[config.mk]
export PLATFORM = sky130hd
export DESIGN_NAME = stdout_tx_arbiter
export DESIGN_NICKNAME = d
export VERILOG_FILES = /design/src/rtl/stdout_tx_arbiter.sv
export SDC_FILE = /design/constraint.sdc
export NUM_CORES = 1
export LEC_CHECK = 0
export BUFFER_PORTS_ARGS = -buffer_cell sky130_fd_sc_hd__buf_2
export CAP_MARGIN = 20
export CORE_MARGIN = 2
export CORE_UTILIZATION = 59
export CTS_BUF_LIST = sky130_fd_sc_hd__clkbuf_8
export CTS_CLUSTER_SIZE = 16
export DETAILED_ROUTE_END_ITERATION = 8
export PLACE_DENSITY = 0.81
export SYNTH_ARGS = -nofsm -noshare
export SYNTH_HDL_FRONTEND = slang
export SYNTH_SLANG_ARGS = --single-unit
[constraint.sdc]
create_clock -name clk -period 2.6 [get_ports clk]
set_input_delay 0.26 -clock clk [delete_from_list [all_inputs] [get_ports clk]]
set_output_delay 0.26 -clock clk [all_outputs]
set_load 0.1 [all_outputs]
[src/rtl/stdout_tx_arbiter.sv]
// -----------------------------------------------------------------------------
// stdout_tx_arbiter
//
// Shares one UART byte transmitter between the CPU stdout byte stream and a
// debug/trace byte source. CPU bytes land in a small FIFO so the core only
// stalls when that buffer is full. A round-robin scheduler picks one source
// per byte, then walks the transmitter through its start/busy handshake.
//
// Build option:
//   STDOUT_TX_ARB_DBG_EN  defined   -> debug source + round-robin arbitration.
//                         undefined -> debug inputs ignored, CPU is the only
//                                      requester, dbg_ready/grant_dbg stay 0.
//
// Parameters:
//   CPU_FIFO_DEPTH  CPU byte FIFO depth (power of two, >= 2)
//   BUSY_TIMEOUT    cycles to wait for tx_busy after a start pulse (1..255)
//
// Ports:
//   clk           clock, all logic on the rising edge
//   resetn        asynchronous active-low reset
//   cpu_data      CPU output byte
//   cpu_valid     one-cycle push strobe for cpu_data
//   cpu_stall     FIFO full; CPU must hold its next byte
//   cpu_overflow  sticky: a push arrived while full and was dropped
//   dbg_data      debug byte
//   dbg_valid     debug byte pending, held until accepted
//   dbg_ready     debug byte accepted this cycle (with dbg_valid)
//   tx_data       byte to the transmitter, stable for the whole transfer
//   tx_start      one-cycle start pulse to the transmitter
//   tx_busy       transmitter busy
//   grant_dbg     the current/last byte came from the debug source
// -----------------------------------------------------------------------------
module stdout_tx_arbiter #(
    parameter int CPU_FIFO_DEPTH = 4,
    parameter int BUSY_TIMEOUT   = 15
) (
    input  logic       clk,
    input  logic       resetn,
    input  logic [7:0] cpu_data,
    input  logic       cpu_valid,
    output logic       cpu_stall,
    output logic       cpu_overflow,
    input  logic [7:0] dbg_data,
    input  logic       dbg_valid,
    output logic       dbg_ready,
    output logic [7:0] tx_data,
    output logic       tx_start,
    input  logic       tx_busy,
    output logic       grant_dbg
);

    localparam int               PTR_W        = $clog2(CPU_FIFO_DEPTH);
    localparam int               CNT_W        = PTR_W + 1;
    localparam logic [CNT_W-1:0] FULL_COUNT   = CNT_W'(CPU_FIFO_DEPTH);
    localparam logic [7:0]       TIMEOUT_LAST = 8'(BUSY_TIMEOUT - 1);

    typedef enum logic [1:0] {
        IDLE      = 2'd0,
        START     = 2'd1,
        WAIT_BUSY = 2'd2,
        WAIT_DONE = 2'd3
    } state_t;

    state_t           state;
    logic [7:0]       fifo_mem [CPU_FIFO_DEPTH];
    logic [PTR_W-1:0] rd_ptr;
    logic [PTR_W-1:0] wr_ptr;
    logic [CNT_W-1:0] count;
    logic [7:0]       timer;
    logic             last_dbg;

    logic             cpu_req;
    logic             dbg_req;
    logic             grant;
    logic             sel_dbg;
    logic             pop;
    logic             push;
    logic             fifo_full;
    logic [7:0]       grant_byte;

    assign fifo_full = (count == FULL_COUNT);
    assign cpu_stall = fifo_full;
    assign cpu_req   = (count != '0);

`ifdef STDOUT_TX_ARB_DBG_EN
    assign dbg_req = dbg_valid;
`else
    // Debug inputs are intentionally left unconnected in this build.
    logic unused_dbg;
    assign unused_dbg = ^{dbg_data, dbg_valid};
    assign dbg_req    = 1'b0;
`endif

    // Arbitration only happens in IDLE. On a tie the source that lost last
    // time wins; last_dbg resets to 1 so the CPU takes the first tie.
    always_comb begin
        grant   = 1'b0;
        sel_dbg = 1'b0;
        if (state == IDLE) begin
            grant   = cpu_req | dbg_req;
            sel_dbg = (cpu_req & dbg_req) ? ~last_dbg : dbg_req;
        end
    end

    assign pop       = grant & ~sel_dbg;
    assign dbg_ready = grant & sel_dbg;
    // A pop in the same cycle frees the slot, so a push into a full FIFO is
    // still accepted then.
    assign push      = cpu_valid & (~fifo_full | pop);

    always_comb begin
        grant_byte = fifo_mem[rd_ptr];
`ifdef STDOUT_TX_ARB_DBG_EN
        if (sel_dbg) begin
            grant_byte = dbg_data;
        end
`endif
    end

    // FIFO storage: no reset, contents are only meaningful below count.
    always_ff @(posedge clk) begin
        if (push) begin
            fifo_mem[wr_ptr] <= cpu_data;
        end
    end

    always_ff @(posedge clk or negedge resetn) begin
        if (!resetn) begin
            rd_ptr       <= '0;
            wr_ptr       <= '0;
            count        <= '0;
            cpu_overflow <= 1'b0;
        end else begin
            if (push) begin
                wr_ptr <= wr_ptr + 1'b1;
            end
            if (pop) begin
                rd_ptr <= rd_ptr + 1'b1;
            end
            if (push && !pop) begin
                count <= count + 1'b1;
            end else if (pop && !push) begin
                count <= count - 1'b1;
            end
            if (cpu_valid && !push) begin
                cpu_overflow <= 1'b1;
            end
        end
    end

    // Transmit sequencer. tx_start is registered and high exactly while the
    // FSM sits in START.
    always_ff @(posedge clk or negedge resetn) begin
        if (!resetn) begin
            state     <= IDLE;
            tx_start  <= 1'b0;
            tx_data   <= 8'h00;
            grant_dbg <= 1'b0;
            last_dbg  <= 1'b1;
            timer     <= 8'h00;
        end else begin
            case (state)
                IDLE: begin
                    if (grant) begin
                        tx_data   <= grant_byte;
                        grant_dbg <= sel_dbg;
                        last_dbg  <= sel_dbg;
                        tx_start  <= 1'b1;
                        state     <= START;
                    end
                end
                START: begin
                    tx_start <= 1'b0;
                    timer    <= 8'h00;
                    state    <= WAIT_BUSY;
                end
                WAIT_BUSY: begin
                    // A transmitter that never answers must not lock the
                    // stream; after the timeout the byte is treated as sent.
                    if (tx_busy) begin
                        state <= WAIT_DONE;
                    end else if (timer == TIMEOUT_LAST) begin
                        state <= IDLE;
                    end else begin
                        timer <= timer + 8'h01;
                    end
                end
                WAIT_DONE: begin
                    if (!tx_busy) begin
                        state <= IDLE;
                    end
                end
                default: begin
                    state    <= IDLE;
                    tx_start <= 1'b0;
                end
            endcase
        end
    end

endmodule

==> results of run 1 <==
## power by group
part / switching (uW) / internal, uW
Combinational: 1090 / 555
Sequential: 259 / 1280
Clock: 325 / 413
Total: 1670 / 2250
## worst paths after layout
path	slack (ns)	end	startpoint	depth (start not counted)
max in group asynchronous	1.68	count[0]	resetn	2
hold / removal	0.14	cpu_overflow	cpu_valid	2
min in group asynchronous	0.47	timer[6]	resetn	2
hold reg to reg	0.46	cpu_overflow	cpu_overflow	1
setup / recovery	0.27	count[2]	state[1]	9
setup reg to reg	0.27	count[2]	state[1]	9
## cell families after synthesis
logic type      after synthesis  share of synthesized area [%]
compound gates               17                           5.74
simple gates                 42                           9.13
fa+ha+maj                     8                           4.22
flops                        59                           64.2
other cells                   1                          0.147
mux                          19                           11.9
buf+inv                      15                           2.60
xor+xnor                      6                           2.06
## stage by stage
step / total power (uW) / area (um2) / setup slack (ns) / hold slack (ns)
CTS: 3950 / 2920 / 0.273 / 0.128
finish: 3920 / 2920 / 0.271 / 0.141
detailed placement: 3210 / 2730 / 0.307 / 0.316
global placement: 3120 / 2730 / 0.452 / 0.301
floorplan: 2880 / 2590 / -0.180 / -0.0356
global route: 4140 / 2920 / 0.0759 / 0.125
## cell usage after synthesis, types with 2 or more instances
cell	n	area [um2]
buf_2	2	10.0
mux2_2	10	113
nand2_1	11	41.3
clkbuf_1	5	18.8
nor4b_1	2	17.5
xor2_1	3	26.3
dfrtp_1	27	676
a21oi_1	2	10.0
edfxtp_1	32	961
nor2_1	4	15.0
nor3b_1	2	15.0
xnor2_1	3	26.3
buf_4	2	15.0
and2_1	4	25.0
nand3_1	7	35.0
ha_1	7	87.6
o21ai_0	5	25.0
nor3_1	2	10.0
nand4_1	2	12.5
inv_1	6	22.5
mux4_2	8	180
nor2b_1	2	12.5
## layer usage
metal,vias to the layer above,routed length (um)
li1,675,-
met1,747,1660
met2,28,2370
met3,9,175
met4,0,64
met5,-,0
## state kept, by name, indices dropped and copies added (netlist names)
name          count
rd_ptr            2
tx_start          1
timer             8
fifo_mem         32
count             3
cpu_overflow      1
state             2
wr_ptr            2
tx_data           8
## cell type report
class | count | area [um2]
Sequential cell | 59 | 1640
Fill cell | 261 | 1170
Multi-Input combinational cell | 94 | 880
Clock buffer | 12 | 165
Timing Repair Buffer | 25 | 135
Tap cell | 50 | 62.6
Inverter | 6 | 22.5
Clock inverter | 4 | 17.5
## placed cells by master, fill, tap and decap left out, drive strengths merged, types with 2 or more instances in the layout
master and instances:
edfxtp 32, nor3 2, conb 2, nand4 2, dfrtp 27, and2 4
clkbuf 12, clkinv 2, nor2b 2, nor4b 2, nand3 7, buf 24
nor3b 2, inv 8, xor2 3, a21oi 2, ha 7, nand2 11
xnor2 3, mux2 10, o21ai 5, mux4 8, nor2 4
==> impl_metrics.ini, run 1 <==
[sta]
fin_setup_tns_ns = 0
fin_crit_ns = 2.33
rsz0062_at_grt = false
finClkSkew_ns = 0.00715
slew_violations = 0
fin_crit_sh_pct = 89.6
worstMarginPinSlew_ns = 0.616
hold_violations = 0
setup_viol = 0
slew_headroom_pct = 58.9
fmax_mhz = 429

[clocking]
cts_hold_buf = 1
clock_sinks = 59
cts-resized-gates = 0
h-tree-depth = 3
clk_pin_slew_ns = 0.06
clockBufferDepth = 2
postCtsSetupBuffers = 0
cts_root_buf = clkbuf_8
insertion_delay_ns = 0.33
cts_tree = done
cts_buffers = 9

[logic_synthesis]
synthArstFlopShare_pct = 45.8
synth_cell_types = 41
synth_edf_count = 32
syn_area_per_cell_um2 = 15.3
syn_area_um2 = 2550
synth-seq-cells = 59
syn_inst = 167
yosysSeqAreaShare_pct = 64.2
yosysWarnings = 0
synth_flop_cell = edfxtp_1

[drt]
viasPerCell = 5.84
antenna_left = 0
drcViolationCount = 0
vias = 1459
wl_per_cell_um = 17.1
firstDrtPassIters = 4
routed_wl_um = 4270
drt_iter0_markers = 74

[grt]
grt_pass1_wl_um = 7250
grt.busiest_layer = met2
antenna_found_initial = 0
grt_util_met3_pct = 7.56
grt_overflow = 0
grt_util_all_layers_pct = 20.2
met1_usage_pct = 23.2
grt_max_degree = 28
grt_pass1_vias = 1515
use_met2_pct = 34.9

[cells_and_area]
final_cells = 250
drive_gt1_share_pct = 33.5
fin_nets = 224
final_core_util_pct = 71.5
diodes = 0
synthToLayoutAreaGrowth_pct = 14.6

[die]
die_h_um = 69.7
rows = 23
ios = 34
core_area_um2 = 4090
dieArea_um2 = 4860
die_x_um = 69.7
initial_core_util_pct = 62.4

[critical_path]
endpoint_kind = flop
crit_required_ns = 2.85
critPathArrivalTime_ns = 2.58
cp.buffers_inverters = 1
cp_slowest_cell = dfrtp_1
cp_top_family = simple AND/OR/NAND/NOR gates
slowest_delay_ns = 0.50
crit_fanout = 8
path_cells = nor2_1 -> nor2b_2 -> nor2b_1 -> ha_4 -> inv_2 -> fa_1 -> xor2_1 -> nor2_1 -> xor2_1
cp-start-kind = flop
timing_worst_setup_path_type = reg2reg

[placed_design]
port-buffer-count = 22
dpl.cell_count = 233
globalplace.congestion = 0.807
dpl.hpwl_um = 2870

[worst_hold_path]
hold_path.class = in2reg

[power]
ir_drop_mv = 0.738
p_per_area_nw_per_um2 = 1340
leakage_uw = 0.00117

[status]
status = finished clean

[run]
cap_violations = 0
Note: power is estimated with default switching activity, not from simulation.
==> run 2, diff against run 1 <==
--- a/config.mk
+++ b/config.mk
@@ -13,6 +13,7 @@
 export CTS_CLUSTER_SIZE = 16
 export DETAILED_ROUTE_END_ITERATION = 8
 export PLACE_DENSITY = 0.81
+export SETUP_SLACK_MARGIN = 0.05
 export SYNTH_ARGS = -nofsm -noshare
 export SYNTH_HDL_FRONTEND = slang
 export SYNTH_SLANG_ARGS = --single-unit
==> constraint.sdc (replaced) <==
create_clock -name clk -period 2.6 [get_ports clk]
set_input_delay 0.26 -clock clk [delete_from_list [all_inputs] [get_ports clk]]
set_output_delay 0.26 -clock clk [all_outputs]
set_load 0.05 [all_outputs]
==> impl_metrics.ini, run 2 (synthesized netlist as in run 1, its figures left out) <==
[power]
p_sw_uw = 1320
power.total_uw = 3680
leakage_uw = 0.00117
power_frac_seq_pct = 41.8
ir_drop_mv = 0.870
clkPwrFrac_pct = 24.4
pwr-share-comb_pct = 33.8
switching_share_pct = 35.9
power_report.internal_total_uw = 2360
p_per_area_nw_per_um2 = 1250

[sta]
slew_headroom_pct = 57.7
setup_viol = 0
fin_setup_tns_ns = 0
worstMarginPinSlew_ns = 0.634
fmax_mhz = 474
whs_ns = 0.142
fin_crit_ns = 2.11
fin_crit_sh_pct = 81.2
setup_ws_ns = 0.489
rsz0062_at_grt = false
slew_violations = 0
finClkSkew_ns = 0.00663
hold_violations = 0

[die]
dieArea_um2 = 4860
initial_core_util_pct = 62.4
rows = 23
ios = 34
die_h_um = 69.7
die_x_um = 69.7
core_area_um2 = 4090

[placed_design]
dpl.hpwl_um = 2990
place_area_um2 = 2710
post-place-ws_ns = 0.469
port-buffer-count = 22
globalplace.congestion = 0.845

[critical_path]
crit_required_ns = 2.85
cp-start-kind = flop
worstReg2RegEnd = count[2]
r2r-start = state[1]
path_cells = nor2_1 -> nor2b_1 -> nor2b_1 -> ha_1 -> inv_1 -> fa_1 -> xor2_1 -> nor2_1 -> xor2_1
reg2reg_slack_ns = 0.49
crit_fanout = 8
slowest_delay_ns = 0.50
crit_end = count[2]
timing_worst_setup_path_type = reg2reg
cp_slowest_cell = dfrtp_1
endpoint_kind = flop
rr_worst_depth = 9
critPathArrivalTime_ns = 2.36
critPathLaunch = state[1]

[clocking]
cts-resized-gates = 0
h-tree-depth = 3
clockBufferDepth = 2
cts_buffers = 9
cts_hold_buf = 1
cts_root_buf = clkbuf_8
postCtsSetupBuffers = 0
clk_pin_slew_ns = 0.07
cts_tree = done
insertion_delay_ns = 0.32
clock_sinks = 59

[status]
status = finished clean

[cells_and_area]
fillers = 266
synthToLayoutAreaGrowth_pct = 15.2
regArea_um2 = 1640
mostFrequentLayoutCell = edfxtp_1
drive_gt1_share_pct = 31.0
multi_input_area_um2 = 861
design_area_um2 = 2940
layout_common_cells = edfxtp_1 (32), dfrtp_1 (27), buf_2 (22)
regMostFlops = fifo_mem
fin_nets = 224
reg_top3 = fifo_mem (32), timer (8), tx_data (8)
largest_reg_flops = 32
diodes = 0

[grt]
grt_overflow = 0
grt.busiest_layer = met2
grt_max_degree = 28
grt_util_all_layers_pct = 19.3
grt_pass1_vias = 1504
antenna_found_initial = 0
met1_usage_pct = 23.4
grt_pass1_wl_um = 7110
grt_util_met3_pct = 5.81
use_met2_pct = 33.5

[drt]
vias = 1447
routed_wl_um = 4290
drcViolationCount = 0
firstDrtPassIters = 4
drt_iter0_markers = 94
wl_per_cell_um = 17.2
viasPerCell = 5.79
antenna_left = 0

[worst_hold_path]
hold_path.class = in2reg
hp-start = cpu_valid

[run]
cap_violations = 0
[run 2: cell types whose count changed in the layout (fill, tap and decap cells not counted), sizes merged]
cell    delta
clkinv     +1
bufinv     +2
inv        -1
clkbuf     -2
[run 2: layer usage]
layer	wire length [um]	up-vias
li1	-	677
met1	1790	721
met2	2230	44
met3	216	5
met4	50	0
met5	0	-
[run 2: power groups by stage]
stage	combinational [uW]	clock (uW)	sequential, uW
finish	1240	898	1540
global route	1340	953	1590
CTS	1270	913	1550
detailed placement	1260	0	1560
global placement	1200	0	1530
floorplan	809	0	1690
[run 2: how the worst min path moves through the flow]
stage,endpoint,slack (ns),cells after the start
after floorplan,count[0],-0.04,0
after global placement,timer[5],0.30,1
after detailed placement,timer[6],0.31,1
after CTS,cpu_overflow,0.14,2
after global routing,fifo_mem[3][3],0.14,1
final,cpu_overflow,0.14,2
[run 2: cell type report]
type                       count  area share [%]
clock buffer                  10            4.69
multi-input combinational     94            29.3
clock inverter                 6            2.73
tap                           50            2.13
sequential                    59            55.8
timing repair buffer          25            4.60
inverter                       6           0.767
[run 2: worst max-delay path: cells and delay by family (launching register included)]
| family | cells | cell delay [ns] |
|---|---|---|
| and+or+nand+nor | 4 | 0.59 |
| DFF | 1 | 0.50 |
| xor gates and xnor gates | 2 | 0.32 |
| adders and majority gates | 2 | 0.58 |
| buffers and inverters | 1 | 0.06 |
[run 2: through the flow]
stage	instances	util, %
2_1_floorplan	168	-
3_3_place_gp	233	66.3
3_5_place_dp	233	66.3
4_1_cts	250	71.8
5_1_grt	250	71.8
6_report	250	71.8
